### src/rtl/gold_gen_ng.sv
// gold_gen_ng: gold-code chip generator built from two Fibonacci-style
// shift registers (A and B).
// The chip output is the XOR of the last stage of each register.
// The registers can be seeded in two ways:
//   - a serial fill, one bit per enabled cycle, controlled by Fill_En;
//   - a parallel load, controlled by Load_Req.
// A chip counter marks epoch boundaries, and a sticky flag reports a
// register that has collapsed to all-zero.
// Build option: define GOLD_AUTO_RESEED_EN to reload both registers from the
// captured seeds on every epoch wrap instead of free-running through it.

module gold_gen_ng #(
  parameter int LEN_A     = 26,
  parameter int TAP_A     = 21,
  parameter int LEN_B     = 26,
  parameter int TAP_B     = 23,
  parameter int EPOCH_LEN = 1023,
  localparam int CW       = $clog2(EPOCH_LEN)
) (
  input  logic             Clock,
  input  logic             Reset,
  input  logic             Enable,
  input  logic             Fill_En,
  input  logic             New_Fill_A,
  input  logic             New_Fill_B,
  input  logic             Load_Req,
  input  logic [LEN_A-1:0] Seed_A,
  input  logic [LEN_B-1:0] Seed_B,
  output logic             Load_Ack,
  output logic             Chip,
  output logic             Chip_Valid,
  output logic             Epoch,
  output logic             Zero_Err,
  output logic [CW-1:0]    Chip_Cnt
);

  // The fill is complete once the longer register has been fully replaced.
  localparam int FILL_MAX = (LEN_A > LEN_B) ? LEN_A : LEN_B;
  localparam int FW       = $clog2(FILL_MAX + 1);

  localparam logic [CW-1:0] CNT_LAST  = CW'(EPOCH_LEN - 1);
  localparam logic [FW-1:0] FILL_FULL = FW'(FILL_MAX);
  localparam logic [FW-1:0] FILL_ONE  = FW'(1);

  typedef enum logic [1:0] {
    IDLE = 2'd0,
    FILL = 2'd1,
    RUN  = 2'd2
  } state_t;

  state_t           state_reg, state_next;
  logic [LEN_A-1:0] a_reg, a_next, a_shift;
  logic [LEN_B-1:0] b_reg, b_next, b_shift;
  logic [LEN_A-1:0] hold_a_reg, hold_a_next;
  logic [LEN_B-1:0] hold_b_reg, hold_b_next;
  logic [CW-1:0]    cnt_reg, cnt_next;
  logic [FW-1:0]    fill_reg, fill_next;
  logic             ack_reg, ack_next;
  logic             epoch_reg, epoch_next;
  logic             zero_reg, zero_next;

  logic a_in, b_in;
  logic fill_go, fill_stop, run_step, wrap_now, reseed_now;

  // Stage-0 input: the serial fill bit while filling, the feedback XOR otherwise.
  assign a_in = Fill_En ? New_Fill_A : (a_reg[LEN_A-1] ^ a_reg[TAP_A-1]);
  assign b_in = Fill_En ? New_Fill_B : (b_reg[LEN_B-1] ^ b_reg[TAP_B-1]);

  assign a_shift[0] = a_in;
  assign b_shift[0] = b_in;

  genvar gi;
  generate
    for (gi = 1; gi < LEN_A; gi++) begin : g_shift_a
      assign a_shift[gi] = a_reg[gi-1];
    end
    for (gi = 1; gi < LEN_B; gi++) begin : g_shift_b
      assign b_shift[gi] = b_reg[gi-1];
    end
  endgenerate

  // A load request overrides every other action in the same cycle.
  // Without Enable, only the load path can change state.
  assign fill_go   = Enable &  Fill_En & ~Load_Req;
  assign fill_stop = Enable & ~Fill_En & ~Load_Req & (state_reg == FILL);
  assign run_step  = Enable & ~Fill_En & ~Load_Req & (state_reg == RUN);
  assign wrap_now  = run_step & (cnt_reg == CNT_LAST);

`ifdef GOLD_AUTO_RESEED_EN
  assign reseed_now = wrap_now;
`else
  assign reseed_now = 1'b0;
`endif

  // Next-state and datapath decisions; all defaults hold state, pulses low.
  always_comb begin
    state_next  = state_reg;
    a_next      = a_reg;
    b_next      = b_reg;
    hold_a_next = hold_a_reg;
    hold_b_next = hold_b_reg;
    cnt_next    = cnt_reg;
    fill_next   = fill_reg;
    ack_next    = 1'b0;
    epoch_next  = 1'b0;
    zero_next   = zero_reg;

    if (Load_Req) begin
      a_next      = Seed_A;
      b_next      = Seed_B;
      hold_a_next = Seed_A;
      hold_b_next = Seed_B;
      cnt_next    = '0;
      state_next  = RUN;
      ack_next    = 1'b1;
      // A zero seed is flagged at once rather than one chip later.
      zero_next   = (Seed_A == '0) | (Seed_B == '0);
    end else if (fill_go) begin
      state_next = FILL;
      a_next     = a_shift;
      b_next     = b_shift;
      if (state_reg != FILL) begin
        // The entry edge already shifts in the first fill bit.
        fill_next = FILL_ONE;
      end else if (fill_reg != FILL_FULL) begin
        fill_next = fill_reg + 1'b1;
      end
    end else if (fill_stop) begin
      if (fill_reg >= FILL_FULL) begin
        state_next = RUN;
        cnt_next   = '0;
      end else begin
        state_next = IDLE;
      end
    end else if (run_step) begin
      zero_next = zero_reg | (a_reg == '0) | (b_reg == '0);
      if (reseed_now) begin
        a_next = hold_a_reg;
        b_next = hold_b_reg;
      end else begin
        a_next = a_shift;
        b_next = b_shift;
      end
      if (wrap_now) begin
        cnt_next   = '0;
        epoch_next = 1'b1;
      end else begin
        cnt_next = cnt_reg + 1'b1;
      end
    end
  end

  // State register with asynchronous reset; reset also blocks load and fill.
  always_ff @(posedge Clock or posedge Reset) begin
    if (Reset) begin
      state_reg  <= IDLE;
      a_reg      <= '0;
      b_reg      <= '0;
      hold_a_reg <= '0;
      hold_b_reg <= '0;
      cnt_reg    <= '0;
      fill_reg   <= '0;
      ack_reg    <= 1'b0;
      epoch_reg  <= 1'b0;
      zero_reg   <= 1'b0;
    end else begin
      state_reg  <= state_next;
      a_reg      <= a_next;
      b_reg      <= b_next;
      hold_a_reg <= hold_a_next;
      hold_b_reg <= hold_b_next;
      cnt_reg    <= cnt_next;
      fill_reg   <= fill_next;
      ack_reg    <= ack_next;
      epoch_reg  <= epoch_next;
      zero_reg   <= zero_next;
    end
  end

  assign Chip       = a_reg[LEN_A-1] ^ b_reg[LEN_B-1];
  assign Chip_Valid = (state_reg == RUN);
  assign Chip_Cnt   = cnt_reg;
  assign Load_Ack   = ack_reg;
  assign Epoch      = epoch_reg;
  assign Zero_Err   = zero_reg;

endmodule

### config.mk
export PLATFORM = sky130hd
export DESIGN_NAME = gold_gen_ng
export DESIGN_NICKNAME = d
export VERILOG_FILES = /design/src/rtl/gold_gen_ng.sv
export SDC_FILE = /design/constraint.sdc
export NUM_CORES = 1
export LEC_CHECK = 0
export BUFFER_PORTS_ARGS = -buffer_cell sky130_fd_sc_hd__buf_2
export CORE_UTILIZATION = 50
export CTS_CLUSTER_SIZE = 25
export DETAILED_ROUTE_END_ITERATION = 8
export GPL_TIMING_DRIVEN = 0
export PLACE_DENSITY = 0.77
export SLEW_MARGIN = 20
export SYNTH_ARGS = -nofsm -noshare
export SYNTH_HDL_FRONTEND = slang
export SYNTH_SLANG_ARGS = --single-unit
### constraint.sdc
create_clock -name Clock -period 2.05 [get_ports Clock]
set_input_delay 0.1025 -clock Clock [delete_from_list [all_inputs] [get_ports Clock]]
set_output_delay 0.1025 -clock Clock [all_outputs]
set_load 0.02 [all_outputs]
=== After elaboration in Yosys (flattened, before gate mapping) ===
Cells that the tools add are included.

* Bits of input ports: 59
* Flip-flop bits (word level): 72

* Add/subtract/negate cells: 2
* $lt $le $gt $ge: 1
* Reduce and logical (&&, ||, !) cells: 13
* Equality and inequality tests: 9
* Bitwise logic cells: 15
* Muxes and demuxes: 32

{| class="wikitable"
|+ Operators with widths
! cell !! count
|-
| $mux 26 || 8
|-
| $logic_not 26->1 || 4
|-
| $mux 10 || 6
|-
| $mux 1 || 12
|-
| $add 10x1->10 const B || 1
|-
| $eq 10x10->1 const B || 1
|-
| $mux 5 || 2
|-
| $reduce_and 3->1 || 3
|-
| $reduce_bool 3->1 || 3
|-
| $mux 2 || 4
|-
| $and 1x1->1 || 7
|-
| $add 5x1->5 const B || 1
|-
| $ge 5x5->1 const B || 1
|-
| $ne 5x5->1 const B || 1
|-
| $ne 2x2->1 const B || 2
|-
| $reduce_bool 2->1 || 2
|-
| $ne 3x2->1 const B || 1
|-
| $ne 3x3->1 const B || 1
|-
| $or 1x1->1 || 3
|-
| $xor 1x1->1 || 3
|-
| $eq 2x1->1 const B || 1
|-
| $eq 2x2->1 const B || 1
|-
| $ne 2x1->1 const B || 1
|-
| $not 1->1 || 2
|-
| $reduce_and 2->1 || 1
|}

=== Longest topological paths before layout ===
Gate-level depths: netlist (run 1).

* Depth after elaboration: 10
* Mapped depth: 9
* Gate-level depth less buffers: 7

=== Worst setup path after synthesis (run 1) ===
Ideal clock, no wire load.

* Kind: register to register
* Start: reg fill_reg[0]
* End: reg cnt_reg[4] (netlist: Chip_Cnt[4])
* Clock period less this slack: 1751 ps
* Library setup time: 76 ps
* Setup slack: 299 ps
* Cell stages (with the launch flop): 8
* Path buffers: 0
* Data required time: 1974 ps
* Arrival time: 1675 ps
* Cell sequence: dfrtp_1 -> inv_1 -> ha_1 -> nor3_1 -> o31ai_2 -> a21oi_2 -> or4_1 -> o21ai_1

* Longest elaborated chain between the ends: 3

{| class="wikitable"
|+ Ends and longest elaborated chain
! item !! RTL line !! source
|-
| start: declaration || 57 || <nowiki>logic [FW-1:0] fill_reg, fill_next;</nowiki>
|-
| start signal: assignment || 173 || <nowiki>fill_reg <= fill_next;</nowiki>
|-
| $ge 5x5->1 || 129 || <nowiki>if (fill_reg >= FILL_FULL) begin</nowiki>
|-
| $ne 3x2->1 (no source line) || - ||
|-
| $reduce_and 3->1 (no source line) || - ||
|-
| end signal: assignment || 172 || <nowiki>cnt_reg <= cnt_next;</nowiki>
|-
| end: declaration || 56 || <nowiki>logic [CW-1:0] cnt_reg, cnt_next;</nowiki>
|}

Every way passes these cells.
A chain may end at the register's enable or synchronous reset.

=== Worst setup path after layout (run 1) ===
Ends and elaborated chain as after synthesis.

==> flow_metrics.tcl, run 1 <==
set metrics [dict create \
    outcome "complete, no violations" \
    setup_viol 0 \
    grt_pass1_wl_mm 14.4 \
    irDropWorstVdd_mv 0.426 \
    avgSynthCellArea_um2 9.53 \
    wl_met1_mm 3.94 \
    rsz0062_at_grt "no" \
    grt_antenna_before_repair 0 \
    cts_buffers 9 \
    synth_top_family_by_area "simple AND/OR/NAND/NOR gates" \
    worstHoldStart "Seed_A[2]" \
    synth_ff_type "dfrtp_1" \
    worstMarginPinSlew_ns 0.714 \
    grt_use_total 0.242 \
    dieArea_um2 7880 \
    fmax_mhz 528 \
    slew_viol_final 0 \
    cts-root-buf "clkbuf_8" \
    finalNonFillerCells 585 \
    clock_path_buffers 2 \
    syn_to_final_growth_pct 20.0 \
    grt_max_degree 39 \
    yosys_warnings 0 \
    path_clk_slew_ns 0.07 \
    fin_skew_ns 0.00735 \
    hold_class "in2reg" \
    ys_ff_latch 72 \
    stdcell_area_um2 4520 \
    wl_met3_um 395 \
    setup.worst_path.start "fill_reg[0]" \
    synth_compound_area_frac 0.145 \
    finalCritPeriodShare 0.925 \
    vias_per_cell 5.66 \
    num-nets-final 544 \
    yosysTopAreaCell "dfrtp_1" \
    min_period_ns 1.90 \
    hold_viol 0 \
    initial_utilization 0.519 \
    arrival_ns 2.16 \
    fillers 637 \
    drt_pass1_iterations 4 \
    critical_path.max_stage_delay_ns 0.52 \
    synth_sequential_area_ratio 0.479 \
    synth.top_cell.area_share 0.479 \
    required_ns 2.31 \
    grt_pass1_vias 3099 \
    synth_edf_count 0 \
    pre_cts_ws_ns 0.0915 \
    netlist_area_um2 3760 \
    antennaDiodeCount 0 \
    synth_nets 458 \
    end_kind "register" \
    layout-drive-gt1-share 0.220 \
    drv_cap 0 \
    rows 31 \
    layout_setup_ws_ns 0.155 \
    ys_types 43 \
    tritoncts "done" \
    synthCells 395 \
    htree_levels 3 \
    synthXorXnorAreaFrac 0.00698 \
    p_leak_nw 2.05 \
    cp-start-kind "register" \
    core_um2 7250 \
    die_h_um 88.8 \
    die_x_um 88.8 \
    via_count 3310 \
    power_density_nw_per_um2 798 \
    relSlewSlack 0.524 \
    initialDrtViolationCount 164 \
    drc 0 \
    timing.rr.start "fill_reg[0]" \
    io_buffer_count 73 \
    slowest_stage "or4_1" \
    clk_latency_ns 0.34 \
    path_class "reg2reg" \
    whs_ns 0.0771 \
    ant_nets 0 \
    yosys.area_share.simple 0.186 \
    clock_sinks 72 \
    synth_fa_ha_area_frac 0.0133 \
    dpl_cell_area_um2 4280 \
    ys_top_cells_by_area "dfrtp_1, mux2i_1, a21oi_1" \
    top_layer "met4" \
    met2_length_mm 4.32 \
    synth_mux_area_frac 0.138 \
    p_total_mw 3.61 \
    drt-total-wl_mm 8.84 \
    async_reset_ff_frac 1.00 \
    dp.cells 568 \
    num_io_pins 74 \
    cp_max_fo 9 \
    gr-total-overflow 0 \
    place_congestion 0.862 \
    wire_per_inst_um 15.1 \
    post-dp-hpwl_mm 6.64 \
    crit_chain "inv_1, ha_1, nor3_1, o31ai_2, a21oi_4, or4_1, o21ai_1" \
]
Yosys cell counts, drive strengths merged, types with 3 or more instances:
cell / instances
nor3: 8
and2: 3
o21ai: 13
a22o: 5
ha: 4
nor4: 26
nor2: 60
a21o: 4
a21oi: 60
or4: 3
nand4: 5
nand3: 8
mux2i: 52
nand2: 16
o31ai: 4
dfrtp: 72
nor2b: 4
nand2b: 4
clkbuf: 8
a31oi: 3
inv: 8
buf: 12
routing by layer:
metal	vias to the layer above	track usage
li1	1613	-
met2	93	0.398
met4	0	0.0982
met5	-	0
met3	16	0.0336
met1	1588	0.323
worst paths after layout:
| path | end | slack, ns | depth (start not counted) |
|---|---|---|---|
| max | Chip_Cnt[4] | 0.15 | 7 |
| min | a_reg[2] | 0.08 | 3 |
| max reg2reg | Chip_Cnt[4] | 0.15 | 7 |
| min reg2reg | fill_reg[4] | 0.49 | 1 |
| max in group asynchronous | a_reg[12] | 1.17 | 4 |
| min in group asynchronous | b_reg[12] | 0.33 | 3 |
stage by stage:
step,utilization,setup TNS (ns)
2_1_floorplan,-,0
3_3_place_gp,0.586,-57.49
3_5_place_dp,0.589,0
4_1_cts,0.622,0
5_1_grt,0.623,0
6_report,0.623,0
report_power, final:
part	internal [mW]	leakage [nW]	switching, mW
logic	0.267	1.10	0.334
registers	1.60	0.842	0.172
clock network	0.719	0.108	0.511
total	2.59	2.05	1.02
kinds of logic (layout without fill, tap and decap cells):
group                    after synthesis  after routing
AND/OR/NAND/NOR                      141            141
AO/OA/AOI/OAI                         95             95
flip-flops                            72             72
multiplexers                          52             52
buffers and inverters                 28            119
adder cells (fa/ha/maj)                4              4
XOR/XNOR                               3              3
layout make-up:
class / count / area [µm²] / area share
Multi-Input combinational cell: 295 / 1850 / 0.409
Sequential cell: 72 / 1800 / 0.399
Timing Repair Buffer: 76 / 405 / 0.0898
Clock buffer: 13 / 149 / 0.0330
Tap cell: 99 / 124 / 0.0274
Buffer: 19 / 91.3 / 0.0202
Clock inverter: 3 / 65.1 / 0.0144
Inverter: 8 / 32.5 / 0.00720
cells in the final DEF, fill, tap and decap left out, types with 2 or more instances in the layout:
| master | instances |
|---|---|
| a21o_1 | 4 |
| a21oi_1 | 59 |
| a22o_1 | 5 |
| a31oi_1 | 3 |
| and2_1 | 3 |
| buf_1 | 3 |
| buf_2 | 79 |
| buf_4 | 2 |
| bufinv_16 | 2 |
| clkbuf_1 | 9 |
| clkbuf_8 | 10 |
| dfrtp_1 | 72 |
| dlygate4sd3_1 | 2 |
| ha_1 | 4 |
| inv_1 | 6 |
| mux2i_1 | 52 |
| nand2_1 | 16 |
| nand2b_1 | 3 |
| nand3_1 | 8 |
| nand4_1 | 5 |
| nor2_1 | 60 |
| nor2b_1 | 3 |
| nor3_1 | 8 |
| nor4_1 | 25 |
| o21ai_0 | 12 |
| o31ai_1 | 3 |
| or4_1 | 3 |
| xnor2_1 | 2 |
critical path, delay by kind of cell, from the launching register on:
kind | cells | cell delay [ns]
AOI/OAI and AO/OA | 3 | 0.57
DFF | 1 | 0.40
buffers and inverters | 1 | 0.10
and+or+nand+nor | 2 | 0.59
adders and majority gates | 1 | 0.17
repair_timing:
action	in CTS	in global routing
hold buffers	2	0
gates resized for setup	0	4
endpoints found under the setup margin	0	58
buffers inserted	0	0
endpoints found under the hold margin	35	0
(Power assumes the default switching activity.)
==> inputs of run 2 (changes only) <==
--- a/config.mk
+++ b/config.mk
@@ -11,6 +11,7 @@
 export DETAILED_ROUTE_END_ITERATION = 8
 export GPL_TIMING_DRIVEN = 0
 export PLACE_DENSITY = 0.77
+export REMOVE_ABC_BUFFERS = 1
 export SLEW_MARGIN = 20
 export SYNTH_ARGS = -nofsm -noshare
 export SYNTH_HDL_FRONTEND = slang
==> run 2 against run 1 <==
Compared with the run above:
- clock-buffer cell count did not move
- clock power fell by 22%
- first-iteration DRC count rose by 24%
- wire length fell by 3.2%
- critical endpoint unchanged
==> flow_metrics.tcl, run 2 (synthesized netlist as in run 1, its figures left out) <==
set metrics [dict create \
    grt_antenna_before_repair 0 \
    p_comb_frac 0.181 \
    drt-total-wl_mm 8.56 \
    rows 31 \
    min_period_ns 1.89 \
    switching_power_mw 0.997 \
    wire_per_inst_um 15.0 \
    grt_pass1_wl_mm 13.7 \
    drc 0 \
    post-dp-hpwl_mm 5.98 \
    place_congestion 0.871 \
    fmax_mhz 528 \
    num_io_pins 74 \
    arrival_ns 2.17 \
    dieArea_um2 7880 \
    cp.buffers_inverters 1 \
    cp-start-kind "register" \
    htree_levels 3 \
    p_total_mw 3.33 \
    cts_buffers 9 \
    drv_cap 0 \
    tritoncts "done" \
    core_um2 7250 \
    setup_viol 0 \
    gr-total-overflow 0 \
    initialDrtViolationCount 204 \
    power_density_nw_per_um2 747 \
    end_kind "register" \
    hold_class "in2reg" \
    switching_share 0.299 \
    worstMarginPinSlew_ns 0.514 \
    path_clk_slew_ns 0.07 \
    dpl_cell_area_um2 4240 \
    drt_pass1_iterations 4 \
    p_int_mw 2.33 \
    vias_per_cell 5.63 \
    crit_chain "inv_1, ha_1, nor3_1, o31ai_2, a21oi_4, or4_1, o21ai_1" \
    layout_common_cells "dfrtp_1, buf_2, nor2_1" \
    layout-drive-gt1-share 0.221 \
    slowest_stage "or4_1" \
    p_leak_nw 2.03 \
    syn_to_final_growth_pct 18.4 \
    die_h_um 88.8 \
    grt_max_degree 65 \
    grt_pass1_vias 2887 \
    path_class "reg2reg" \
    seqPwrFrac 0.532 \
    hold_viol 0 \
    irDropWorstVdd_mv 0.336 \
    required_ns 2.32 \
    antennaDiodeCount 0 \
    grt_use_total 0.227 \
    fin_skew_ns 0.00724 \
    via_count 3210 \
    rsz0062_at_grt "no" \
    critical_path.max_stage_delay_ns 0.51 \
    die_x_um 88.8 \
    relSlewSlack 0.657 \
    cp_max_fo 7 \
    finalCritPeriodShare 0.924 \
    pwr-share-clk 0.287 \
    clock_sinks 72 \
    crit_family "simple AND/OR/NAND/NOR gates" \
    ant_nets 0 \
    clk_latency_ns 0.34 \
    cts-root-buf "clkbuf_8" \
    io_buffer_count 73 \
    stdcell_area_um2 4460 \
    num-nets-final 531 \
    clock_path_buffers 2 \
    slew_viol_final 0 \
    outcome "complete, no violations" \
    initial_utilization 0.519 \
]
## run 2: per-stage QoR
step,setup WS (ns),std cells,setup TNS (ns),utilization,hold slack [ns]
floorplan,-0.876,375,-45.54,-,0.134
global placement,-2.27,547,-170.87,0.574,0.419
detailed placement,0.0845,550,0,0.585,0.118
CTS,0.0659,565,0,0.607,0.0702
global route,0.0106,570,0,0.614,0.0892
finish,0.156,570,0,0.614,0.0745
## run 2: tightest hold or removal path, stage by stage
cell and delay (ns):
buf_2 0.09, mux2i_1 0.06, a21oi_1 0.13
## run 2: final cells by class
type,instances,area [µm²]
clock buffer,13,149
clock inverter,1,5.00
fill,637,2800
inverter,8,32.5
multi-input combinational,296,1870
sequential,72,1800
tap,99,124
timing repair buffer,81,475
## run 2: worst paths after layout
| check | startpoint | end | slack (ns) | depth (start not counted) |
|---|---|---|---|---|
| setup / recovery | fill_reg[0] | Chip_Cnt[4] | 0.16 | 7 |
| hold / removal | Seed_B[15] | b_reg[15] | 0.07 | 3 |
| setup reg to reg | fill_reg[0] | Chip_Cnt[4] | 0.16 | 7 |
| hold reg to reg | fill_reg[4] | fill_reg[4] | 0.49 | 1 |
| max in group asynchronous | Reset | b_reg[8] | 1.22 | 4 |
| min in group asynchronous | Reset | fill_reg[3] | 0.29 | 3 |
## run 2: power groups by stage
stage | Sequential, mW | Clock [mW] | Combinational (mW)
after global placement | 1.79 | 0 | 0.563
after global routing | 1.80 | 1.04 | 0.675
final | 1.77 | 0.956 | 0.603
after CTS | 1.77 | 0.968 | 0.590
after floorplan | 1.76 | 0 | 0.369
after detailed placement | 1.79 | 0 | 0.588
## run 2: metal layers
metal | wire length, µm | up-vias | share of wire | track usage
li1 | - | 1583 | - | -
met1 | 3910 | 1524 | 0.46 | 0.306
met2 | 4140 | 87 | 0.48 | 0.366
met3 | 347 | 16 | 0.041 | 0.0438
met4 | 158 | 0 | 0.018 | 0.0850
met5 | 0 | - | 0 | 0
## run 2: timing repair
action,CTS,global route
gates resized for setup,0,3
endpoints found under the hold margin,26,0
hold buffers,1,0
buffers inserted,0,4
setup endpoints to repair,0,38
==> inputs of run 3 (changes only) <==
--- a/config.mk
+++ b/config.mk
@@ -10,7 +10,7 @@
 export CTS_CLUSTER_SIZE = 25
 export DETAILED_ROUTE_END_ITERATION = 8
 export GPL_TIMING_DRIVEN = 0
-export PLACE_DENSITY = 0.77
+export PLACE_DENSITY = 0.82
 export REMOVE_ABC_BUFFERS = 1
 export SLEW_MARGIN = 20
 export SYNTH_ARGS = -nofsm -noshare
==> run 3 against run 2 <==
Compared with the run above:
- clock skew rose by 0.0024 ns
- sequential cell count is the same
- global-route usage increased by 1.9 points
- critical path depth stayed put
- largest power group unchanged
- critical endpoint unchanged
==> flow_metrics.tcl, run 3 (synthesized netlist as in run 1, its figures left out) <==
set metrics [dict create \
    grt_use_total 0.247 \
    rows 31 \
    rsz0062_at_grt "yes" \
    worstMarginPinSlew_ns 0.515 \
    dieArea_um2 7880 \
    vias_per_cell 5.82 \
    fin_skew_ns 0.00967 \
    post-dp-hpwl_mm 6.16 \
    die_h_um 88.8 \
    grt_antenna_before_repair 0 \
    min_period_ns 1.92 \
    die_x_um 88.8 \
    path_clk_slew_ns 0.08 \
    pwr-share-clk 0.319 \
    end_kind "register" \
    ff2ff_setup_slack_ns 0.13 \
    layout-drive-gt1-share 0.218 \
    p_leak_nw 2.02 \
    p_total_mw 3.48 \
    cp-start-kind "register" \
    seqPwrFrac 0.508 \
    htree_levels 3 \
    cts_buffers 9 \
    clk_latency_ns 0.34 \
    syn_to_final_growth_pct 18.5 \
    switching_power_mw 1.03 \
    clock_sinks 72 \
    hold_class "in2reg" \
    drc 0 \
    grt_pass1_wl_mm 14.7 \
    drt_pass1_iterations 5 \
    layout_common_cells "dfrtp_1, buf_2, nor2_1" \
    required_ns 2.32 \
    p_comb_frac 0.173 \
    switching_share 0.295 \
    finalCritPeriodShare 0.939 \
    power_density_nw_per_um2 781 \
    initialDrtViolationCount 226 \
    outcome "complete, no violations" \
    ant_nets 0 \
    cts-root-buf "clkbuf_8" \
    cts_setup_buffers 0 \
    clock_path_buffers 2 \
    hold_viol 0 \
    io_buffer_count 73 \
    dpl_cell_area_um2 4240 \
    irDropWorstVdd_mv 0.383 \
    relSlewSlack 0.657 \
    cp_max_fo 9 \
    setup_viol 0 \
    num_io_pins 74 \
    tritoncts "done" \
    antennaDiodeCount 0 \
    grt_max_degree 75 \
    drt-total-wl_mm 8.87 \
    arrival_ns 2.19 \
    gr-total-overflow 0 \
    stdcell_area_um2 4460 \
    initial_utilization 0.519 \
    drv_cap 0 \
    core_um2 7250 \
    fmax_mhz 520 \
    num-nets-final 527 \
    p_int_mw 2.46 \
    grt_pass1_vias 3067 \
    via_count 3300 \
    wire_per_inst_um 15.6 \
    slew_viol_final 0 \
    fillers 632 \
    place_congestion 0.900 \
    path_class "reg2reg" \
]
run 3: final cells by class:
cell class	count	area, µm²	share of cell area
Multi-Input combinational cell	296	1870	0.419
Sequential cell	72	1800	0.404
Timing Repair Buffer	77	445	0.0999
Clock buffer	12	145	0.0325
Tap cell	99	124	0.0278
Clock inverter	3	42.5	0.00954
Inverter	8	32.5	0.00730
run 3: worst paths after layout:
path | endpoint | depth (start not counted) | startpoint
min reg2reg | fill_reg[4] | 1 | fill_reg[4]
max | Chip_Cnt[4] | 7 | fill_reg[0]
min | b_reg[16] | 3 | Seed_B[16]
max reg2reg | Chip_Cnt[4] | 7 | fill_reg[0]
max in group asynchronous | b_reg[1] | 4 | Reset
min in group asynchronous | a_reg[8] | 3 | Reset
run 3: critical path: stages, from the launching register on:
cell,delay [ns]
dfrtp_1,0.41
inv_1,0.10
ha_1,0.17
nor3_1,0.07
o31ai_2,0.35
a21oi_4,0.15
or4_1,0.52
o21ai_1,0.08
run 3: what timing repair did:
action	CTS	global route
resized for setup	0	3
setup endpoints to repair	0	25
hold buffers	1	0
endpoints found under the hold margin	28	0
run 3: power by group through the flow:
stage | clock [mW] | combinational, mW | sequential [mW]
final | 1.11 | 0.602 | 1.77
after global routing | 1.20 | 0.675 | 1.80
after CTS | 1.13 | 0.593 | 1.77
after detailed placement | 0 | 0.590 | 1.79
after global placement | 0 | 0.560 | 1.79
after floorplan | 0 | 0.369 | 1.76
run 3: per-stage QoR:
stage	hold slack [ns]	cells	setup slack (ns)	util	TNS [ns]
floorplan	0.134	375	-0.876	-	-45.54
global placement	0.417	547	-2.22	0.574	-166.77
detailed placement	0.121	550	0.0620	0.585	0
CTS	0.0598	566	0.0601	0.612	0
global route	0.0752	567	0.00610	0.615	0
finish	0.0724	567	0.125	0.615	0
run 3: layer usage:
layer	GRT usage	routed length, µm	up-vias	part of all wire
met2	0.394	4310	120	0.49
met3	0.0392	454	24	0.051
met4	0.123	226	0	0.025
li1	-	-	1582	-
met1	0.327	3880	1574	0.44
met5	0	0	-	0
